<file path="src/rtl/issue_ctrl.sv">
// Issue controller for the dual-slot (upper/lower) pipeline.
// Keeps a per-register countdown scoreboard of pending writebacks and decides,
// each cycle, which slots of the decode bundle advance to exec. Lower never
// issues ahead of upper; a bundle may split (upper now, lower later).
module issue_ctrl #(
  parameter int NREG = 32,
  parameter int LATW = 2
) (
  input  logic            clk,
  input  logic            rstn,
  input  logic            hold,
  input  logic            flush,
  input  logic            bnd_valid,
  input  logic            u_use_a,
  input  logic            u_use_b,
  input  logic [4:0]      u_ra,
  input  logic [4:0]      u_rb,
  input  logic [4:0]      u_rt,
  input  logic            u_rt_flag,
  input  logic [LATW-1:0] u_lat,
  input  logic            l_use_a,
  input  logic            l_use_b,
  input  logic [4:0]      l_ra,
  input  logic [4:0]      l_rb,
  input  logic [4:0]      l_rt,
  input  logic            l_rt_flag,
  input  logic [LATW-1:0] l_lat,
  output logic            issue_u,
  output logic            issue_l,
  output logic            stall,
  output logic [NREG-1:0] busy
);

  localparam logic [0:0] ST_FULL = 1'b0;
  localparam logic [0:0] ST_HALF = 1'b1;

  logic [0:0]      state_q, state_d;
  logic [LATW-1:0] cnt_q [NREG];
  logic [LATW-1:0] cnt_d [NREG];

  logic [LATW-1:0] u_lat_e, l_lat_e;
  logic            hz_u, hz_l, intra_hz;

  // A latency of 0 is treated as 1.
  function automatic logic [LATW-1:0] eff_lat(input logic [LATW-1:0] lat);
    return (lat == '0) ? LATW'(1) : lat;
  endfunction

  // A counter at 1 means the write lands at this edge and is forwarded to the
  // consumer, so only counts above 1 block a reader; this gives a consumer
  // issue exactly L cycles after a producer with latency L.
  function automatic logic src_busy(input logic [LATW-1:0] c);
    return c > LATW'(1);
  endfunction

  // Hazard detection against the scoreboard and within the bundle.
  always_comb begin
    u_lat_e  = eff_lat(u_lat);
    l_lat_e  = eff_lat(l_lat);
    hz_u     = (u_use_a && src_busy(cnt_q[u_ra])) ||
               (u_use_b && src_busy(cnt_q[u_rb])) ||
               (u_rt_flag && (cnt_q[u_rt] > u_lat_e));
    intra_hz = (state_q == ST_FULL) && u_rt_flag &&
               ((l_use_a && (l_ra == u_rt)) ||
                (l_use_b && (l_rb == u_rt)) ||
                (l_rt_flag && (l_rt == u_rt)));
    hz_l     = (l_use_a && src_busy(cnt_q[l_ra])) ||
               (l_use_b && src_busy(cnt_q[l_rb])) ||
               (l_rt_flag && (cnt_q[l_rt] > l_lat_e)) ||
               intra_hz;
  end

  // Issue/stall decisions and FSM next state.
  always_comb begin
    issue_u = 1'b0;
    issue_l = 1'b0;
    stall   = 1'b0;
    state_d = state_q;
    if (!rstn) begin
      stall = 1'b1;
    end else if (hold) begin
      stall = 1'b1;
    end else if (flush) begin
      state_d = ST_FULL;
    end else if (bnd_valid) begin
      if (state_q == ST_FULL) begin
        issue_u = !hz_u;
        issue_l = !hz_u && !hz_l;
        stall   = !issue_l;
        if (issue_u && !issue_l) state_d = ST_HALF;
      end else begin
        issue_l = !hz_l;
        stall   = hz_l;
        if (issue_l) state_d = ST_FULL;
      end
    end
  end

  // Scoreboard next state: decrement, then issue loads (lower wins on same rt).
  always_comb begin
    for (int unsigned r = 0; r < NREG; r++) begin
      if (hold || cnt_q[r] == '0) cnt_d[r] = cnt_q[r];
      else                        cnt_d[r] = cnt_q[r] - LATW'(1);
    end
    if (issue_u && u_rt_flag) cnt_d[u_rt] = u_lat_e;
    if (issue_l && l_rt_flag) cnt_d[l_rt] = l_lat_e;
  end

  // Debug view of which registers have a pending writeback.
  always_comb begin
    for (int unsigned r = 0; r < NREG; r++) begin
      busy[r] = rstn && (cnt_q[r] != '0);
    end
  end

  // State and scoreboard registers with synchronous active-low reset.
  always_ff @(posedge clk) begin
    if (!rstn) begin
      state_q <= ST_FULL;
      for (int unsigned r = 0; r < NREG; r++) cnt_q[r] <= '0;
    end else begin
      state_q <= state_d;
      cnt_q   <= cnt_d;
    end
  end

endmodule

</file>
<file path="config.mk">
export PLATFORM = sky130hd
export DESIGN_NAME = issue_ctrl
export DESIGN_NICKNAME = d
export VERILOG_FILES = /design/src/rtl/issue_ctrl.sv
export SDC_FILE = /design/constraint.sdc
export NUM_CORES = 1
export LEC_CHECK = 0
export ABC_AREA = 1
export CAP_MARGIN = 20
export CORE_AREA = 2 2 193 119
export DETAILED_ROUTE_END_ITERATION = 10
export DIE_AREA = 0 0 195 121
export GPL_TIMING_DRIVEN = 0
export HOLD_SLACK_MARGIN = 0.05
export PLACE_DENSITY = 0.66
export SYNTH_ARGS = -nofsm -noshare
export SYNTH_HDL_FRONTEND = slang
export SYNTH_SLANG_ARGS = --single-unit
</file>
<file path="constraint.sdc">
create_clock -name clk -period 6.6 [get_ports clk]
set_input_delay 0.66 -clock clk [delete_from_list [all_inputs] [get_ports clk]]
set_output_delay 0.66 -clock clk [all_outputs]
set_load 0.005 [all_outputs]
</file>
==> impl_metrics.csv, run 1 <==
group,metric,value,unit
yosys,yosys.area.top_type,"nand2_1",
pwr,pwr-share-clk,0.233,
finish,final_nets,1718,
finish,drive_gt1_frac,0.06155,
place,port_buffers,62,
worst_hold_path,min_path_cells,2,
timing,worst_slack,0.7455,ns
route,drc_errors,0,
timing,period_share,0.8870,
global_route,grt_first_pass_wirelength,62790,um
pwr,p_leak,4.077,nW
route,via_count,11406,
yosys,async_flop_share,0,
route,firstDrtPassIters,8,
critical_path,end_kind,"primary output",
pwr,total_power,2.160,mW
global_route,grt_pass1_vias,9929,
yosys,synth_edf_count,0,
job,maxCapViolCount,0,
floorplanning,ioPinCount,80,
critical_path,reg2reg_slack,2.79,ns
yosys,yosysTopAreaCellShare,0.1645,
yosys,ys_ff_latch,65,
critical_path,timing.rr.start,"cnt_q[29]",
pwr,switching_share,0.4562,
floorplanning,initial_core_util,0.3954,
route,wl_per_cell,22.37,um
pwr,p_seq_frac,0.266,
worst_hold_path,holdPathEnd,"state_q",
critical_path,reg2reg_to,"cnt_q[32]",
clocking,holdBufCountCts,0,
global_route,grt.total_usage,0.3612,
pwr,power_density,218.5,nW/um^2
timing,hold_ws,0.5772,ns
finish,nFillCells,2461,
worst_hold_path,hp-start,"state_q",
clocking,cts_sinks,65,
timing,finalSetupViolCount,0,
pwr,comb_power_share,0.501,
floorplanning,die_w,195,um
yosys,netlist_top_cells_count,"nand2_1, nor2_1, inv_1",
clocking,cts_tree,"built",
yosys,yosysMostFrequentCell,"nand2_1",
global_route,grt_max_degree,11,
yosys,syn_nets,1644,
yosys,synth_area_per_cell,5.504,um^2
floorplanning,rows,42,
global_route,overflow,0,
route,post_drt_via_cell_ratio,5.919,
clocking,cts_resized,0,
clocking,cts_max_level,3,
critical_path,crit_fanout,10,
yosys,yosysWarnings,0,
floorplanning,die_area,23600,um^2
yosys,ys_seq_area_frac,0.1513,
timing,maxSlewViolCount,0,
floorplanning,die_h,121,um
clocking,clk_latency,0.35,ns
place,post_dp_cell_area,9589,um^2
clocking,cts.clk_slew.worst_paths,0.06,ns
route,drt-initial-drc-count,1598,
yosys,netlist_area,8603,um^2
finish,diodes,0,
timing,hold_viol_final,0,
clocking,root_buffer,"clkbuf_16",
worst_hold_path,hold_class,"flip-flop to flip-flop",
pwr,p_switching,0.9855,mW
yosys,synthCells,1563,
timing,period_minus_slack,5.855,ns
pwr,intPower,1.175,mW
critical_path,crit_path_start_kind,"primary input",
route,finalWirelength,43110,um
yosys,synth_top_flop_cell,"dfxtp_1",
timing,tns,0,ns
place,pre_cts_ws,0.9776,ns
critical_path,worstPathRequired,5.94,ns
pwr,ir_worst_vdd,131.4,uV
place,gp_congestion,1.065,
finish,area_delta_synth_final,14.91,%
critical_path,critical_path_class,"primary input to primary output",
critical_path,reg2reg_depth,17,
status,status,"finished clean",
yosys,synth.distinct_cells,36,
timing,skew,0.008567,ns
timing,fmax,170.8,MHz
finish,final-instance-count-excl-fill,1927,
finish,post-route-util,0.4544,
place,hpwl,34030,um
route,drtAntennaViolNets,0,
place,dp.cells,1912,
clocking,postCtsSetupRepairBufs,0,
timing,rsz0062_at_grt,"false",
floorplanning,core_area,21760,um^2
global_route,antenna_found_initial,0,
finish,final_area,9886,um^2
clocking,cts_buffers,9,
yosys,synthTopCellsByArea,"nand2_1, dfxtp_1, nor2_1, nand3_1, inv_1",
timing,tightest_slew,1.234,ns
timing,max_slew_margin,0.1707,
critical_path,crit_arrival,5.19,ns
clocking,clockBufferDepth,2,
## per-layer routing
layer / track usage / vias up / part of all wire
met4: 0.1093 / 0 / 0.031
met5: 0 / - / 0
met1: 0.5333 / 5299 / 0.45
met3: 0.1134 / 85 / 0.15
met2: 0.4895 / 777 / 0.37
li1: - / 5245 / -
## power by group through the flow
stage / Clock, mW / Sequential, mW / Combinational (mW)
after detailed placement: 0 / 0.573 / 1.04
final: 0.503 / 0.574 / 1.08
after global placement: 0 / 0.573 / 1.04
after floorplan: 0 / 0.515 / 0.728
after CTS: 0.501 / 0.565 / 1.05
after global routing: 0.520 / 0.572 / 1.21
## registers in the layout (all words and copies together), names as in the netlist
name,flops
cnt_q,64
state_q,1
## layout by cell type, fill, tap and decap left out, types with 3 or more instances in the layout
| cell type | n |
|---|---|
| o21ai_1 | 50 |
| nor2_1 | 249 |
| buf_4 | 8 |
| dfxtp_1 | 65 |
| nor2_4 | 6 |
| clkbuf_1 | 37 |
| o21ai_0 | 99 |
| nor2_2 | 3 |
| xor2_1 | 33 |
| clkbuf_16 | 9 |
| buf_2 | 20 |
| ha_1 | 36 |
| a22oi_1 | 8 |
| nand4_1 | 7 |
| buf_6 | 19 |
| a21oi_2 | 6 |
| a21oi_1 | 101 |
| nand2_1 | 377 |
| mux2i_1 | 12 |
| inv_1 | 168 |
| o221ai_1 | 8 |
| o22ai_1 | 41 |
| nor3_1 | 21 |
| inv_2 | 7 |
| nand3_2 | 10 |
| nand3_1 | 151 |
| clkdlybuf4s50_1 | 62 |
| buf_1 | 5 |
| clkinv_1 | 5 |
## area by class of cell
class / count / area [um^2] / area share
Multi-Input combinational cell: 1228 / 6085 / 0.6155
Sequential cell: 65 / 1301 / 0.1316
Inverter: 183 / 696.9 / 0.07050
Timing Repair Buffer: 63 / 628.1 / 0.06354
Buffer: 87 / 520.5 / 0.05265
Tap cell: 286 / 357.8 / 0.03620
Clock buffer: 12 / 256.5 / 0.02595
Clock inverter: 3 / 40.04 / 0.004050
## critical path, stage by stage
cell,delay (ns)
clkdlybuf4s50_1,0.66
inv_1,0.16
nor3_1,0.81
clkbuf_1,0.46
o21ai_0,0.32
nand4_1,0.17
nor2_1,0.07
ha_1,0.29
a211oi_1,0.50
a21oi_2,0.08
nand2_2,0.11
nor2_4,0.05
inv_1,0.10
a21oi_1,0.04
o21ai_0,0.16
clkdlybuf4s50_1,0.53
## kinds of logic after synthesis
logic type / count (synthesis) / synth area share
simple gates: 829 / 0.4059
flops: 65 / 0.1513
mux: 12 / 0.01396
compound gates: 318 / 0.2014
buf+inv: 270 / 0.1415
fa+ha+maj: 36 / 0.05236
xor+xnor: 33 / 0.03360
## worst max path at each step
stage / start / slack (ns) / depth (start not counted) / to
after floorplan: l_rt[0] / 2.86 / 17 / stall
after global placement: l_rt[2] / 0.97 / 15 / stall
after detailed placement: l_rt[2] / 0.98 / 16 / stall
after CTS: l_rt[2] / 0.96 / 16 / stall
after global routing: l_rt[2] / 0.64 / 16 / stall
final: l_rt[2] / 0.75 / 16 / stall
No activity file was read; power rests on OpenSTA's default activity.
==> run 2: changes to the inputs <==
ABC_CLOCK_PERIOD_IN_PS = 6600   (was default)
==> results of run 2 <==
Same layout as run 1: the final DEF is identical, and so are final timing and power.
==> run 3: changes to the inputs <==
CELL_PAD_IN_SITES_DETAIL_PLACEMENT = 1   (was default)
CELL_PAD_IN_SITES_GLOBAL_PLACEMENT = 1   (was default)
PLACE_DENSITY = 0.89   (was 0.66)
==> run 3 against run 2 <==
  * Count of clock-buffer cells in the layout is 2 higher
  * Combinational power is essentially flat
  * Sequential power about the same
  * Utilization increased by 0.15 points
  * Register-to-register slack lost 0.08 ns
  * Maximum frequency decreased by 1.5%
  * First-iteration DRC count is 11% lower
==> impl_metrics.csv, run 3 (same netlist as run 1, synthesis figures left out) <==
group,metric,value,unit
route,firstDrtPassIters,6,
timing,max_slew_margin,0.1924,
global_route,grt.total_usage,0.3882,
pwr,intPower,1.190,mW
route,finalWirelength,46140,um
worst_hold_path,hold_class,"flip-flop to flip-flop",
pwr,p_switching,1.015,mW
route,drt-initial-drc-count,1416,
finish,final_cell_mix,"nand2_1, nor2_1, inv_1, nand3_1, a21oi_1",
clocking,clk_latency,0.35,ns
floorplanning,rows,42,
critical_path,end_kind,"primary output",
pwr,pwr-share-clk,0.236,
floorplanning,die_area,23600,um^2
finish,diodes,0,
finish,drive_gt1_frac,0.06322,
timing,tns,0,ns
timing,finalSetupViolCount,0,
finish,area_delta_synth_final,15.29,%
place,dp.cells,1912,
critical_path,worstPathRequired,5.94,ns
clocking,cts_resized,0,
route,via_count,11795,
global_route,antenna_found_initial,2,
global_route,grt_first_pass_wirelength,68180,um
timing,period_minus_slack,5.941,ns
floorplanning,core_area,21760,um^2
finish,layout_commonest_cell,"nand2_1",
pwr,p_leak,4.095,nW
critical_path,timing.rr.start,"cnt_q[63]",
route,drc_errors,0,
place,gp_congestion,1.005,
pwr,ir_worst_vdd,132.1,uV
timing,maxSlewViolCount,0,
pwr,p_seq_frac,0.261,
critical_path,crit_fanout,10,
route,wl_per_cell,23.90,um
critical_path,crit_path_start_kind,"primary input",
global_route,grt_pass1_vias,11420,
floorplanning,ioPinCount,80,
clocking,cts_max_level,3,
place,hpwl,36940,um
critical_path,reg2reg_depth,17,
timing,period_share,0.9001,
critical_path,reg2reg_slack,2.71,ns
clocking,root_buffer,"clkbuf_16",
finish,largest_reg_flops,64,
floorplanning,die_w,195,um
place,port_buffers,62,
route,drtAntennaViolNets,0,
timing,skew,0.006965,ns
critical_path,crit_start,"l_rt[0]",
pwr,power_density,222.3,nW/um^2
clocking,clockBufferDepth,2,
floorplanning,die_h,121,um
global_route,grt_max_degree,11,
clocking,holdBufCountCts,0,
clocking,cts_sinks,65,
clocking,cts.clk_slew.worst_paths,0.06,ns
pwr,switching_share,0.4605,
finish,top_register,"cnt_q",
timing,rsz0062_at_grt,"false",
finish,final_nets,1721,
global_route,overflow,0,
timing,tightest_slew,1.202,ns
floorplanning,initial_core_util,0.3954,
clocking,postCtsSetupRepairBufs,0,
critical_path,crit_end,"stall",
critical_path,reg2reg_to,"cnt_q[36]",
status,status,"finished clean",
finish,final-instance-count-excl-fill,1931,
timing,hold_viol_final,0,
clocking,cts_tree,"built",
finish,top_regs,"cnt_q: 64 flops, state_q: 1 flops",
timing,fmax,168.3,MHz
pwr,comb_power_share,0.503,
critical_path,crit_arrival,5.28,ns
critical_path,critical_path_class,"primary input to primary output",
clocking,cts_buffers,9,
route,post_drt_via_cell_ratio,6.108,
job,maxCapViolCount,0,
-- run 3: cell types whose count changed in the layout (fill, tap and decap cells not counted) --
cell / delta
buf_2: +1
clkinv_2: -1
buf_4: -1
clkbuf_4: +3
clkbuf_1: +1
clkbuf_8: +1
-- run 3: cell type report --
cell class | instances | area [um^2]
Tap cell | 286 | 357.8
Fill cell | 3156 | 11840
Inverter | 183 | 696.9
Timing Repair Buffer | 66 | 648.1
Sequential cell | 65 | 1301
Clock inverter | 2 | 35.03
Clock buffer | 14 | 274.0
Multi-Input combinational cell | 1228 | 6085
Buffer | 87 | 520.5
-- run 3: how the worst min path moves through the flow --
stage | startpoint | to | slack (ns) | depth (start not counted)
6_report | state_q | state_q | 0.57 | 2
4_1_cts | state_q | state_q | 0.57 | 2
5_1_grt | state_q | state_q | 0.59 | 2
3_5_place_dp | state_q | state_q | 0.56 | 2
2_1_floorplan | state_q | state_q | 0.49 | 2
3_3_place_gp | state_q | state_q | 0.53 | 2
-- run 3: critical path, stage by stage --
cell and delay (ns):
clkbuf_1 0.31, inv_1 0.10, nor2_2 0.55, clkinv_1 0.61, clkbuf_1 0.43, o22ai_1 0.26, o21ai_0 0.22, nand4_1 0.19
nor2_1 0.08, ha_1 0.29, a211oi_1 0.51, a21oi_2 0.06, nand2_2 0.10, nor2_4 0.05, inv_1 0.09, a21oi_1 0.04
o21ai_0 0.17, clkdlybuf4s50_1 0.53
-- run 3: stage by stage --
stage	hold WS, ns	power, mW	worst slack [ns]	utilization	instance area, um^2
floorplan	0.4934	1.243	2.861	-	8603
global placement	0.5310	1.595	0.9198	0.4404	9582
detailed placement	0.5585	1.641	0.8307	0.4406	9587
CTS	0.5663	2.165	0.7592	0.4549	9896
global route	0.5922	2.342	0.4673	0.4559	9918
finish	0.5747	2.205	0.6590	0.4559	9918
-- run 3: routing by layer --
metal | vias up | GRT usage | part of all wire
li1 | 5250 | - | -
met5 | - | 0 | 0.00061
met2 | 665 | 0.5737 | 0.40
met1 | 5760 | 0.5457 | 0.45
met3 | 116 | 0.1078 | 0.12
met4 | 4 | 0.1150 | 0.029
-- run 3: power groups by stage --
stage | Clock, mW | Combinational (mW) | Sequential [mW]
final | 0.521 | 1.11 | 0.576
after global routing | 0.535 | 1.23 | 0.575
after CTS | 0.521 | 1.08 | 0.567
after detailed placement | 0 | 1.07 | 0.575
after global placement | 0 | 1.02 | 0.573
after floorplan | 0 | 0.728 | 0.515
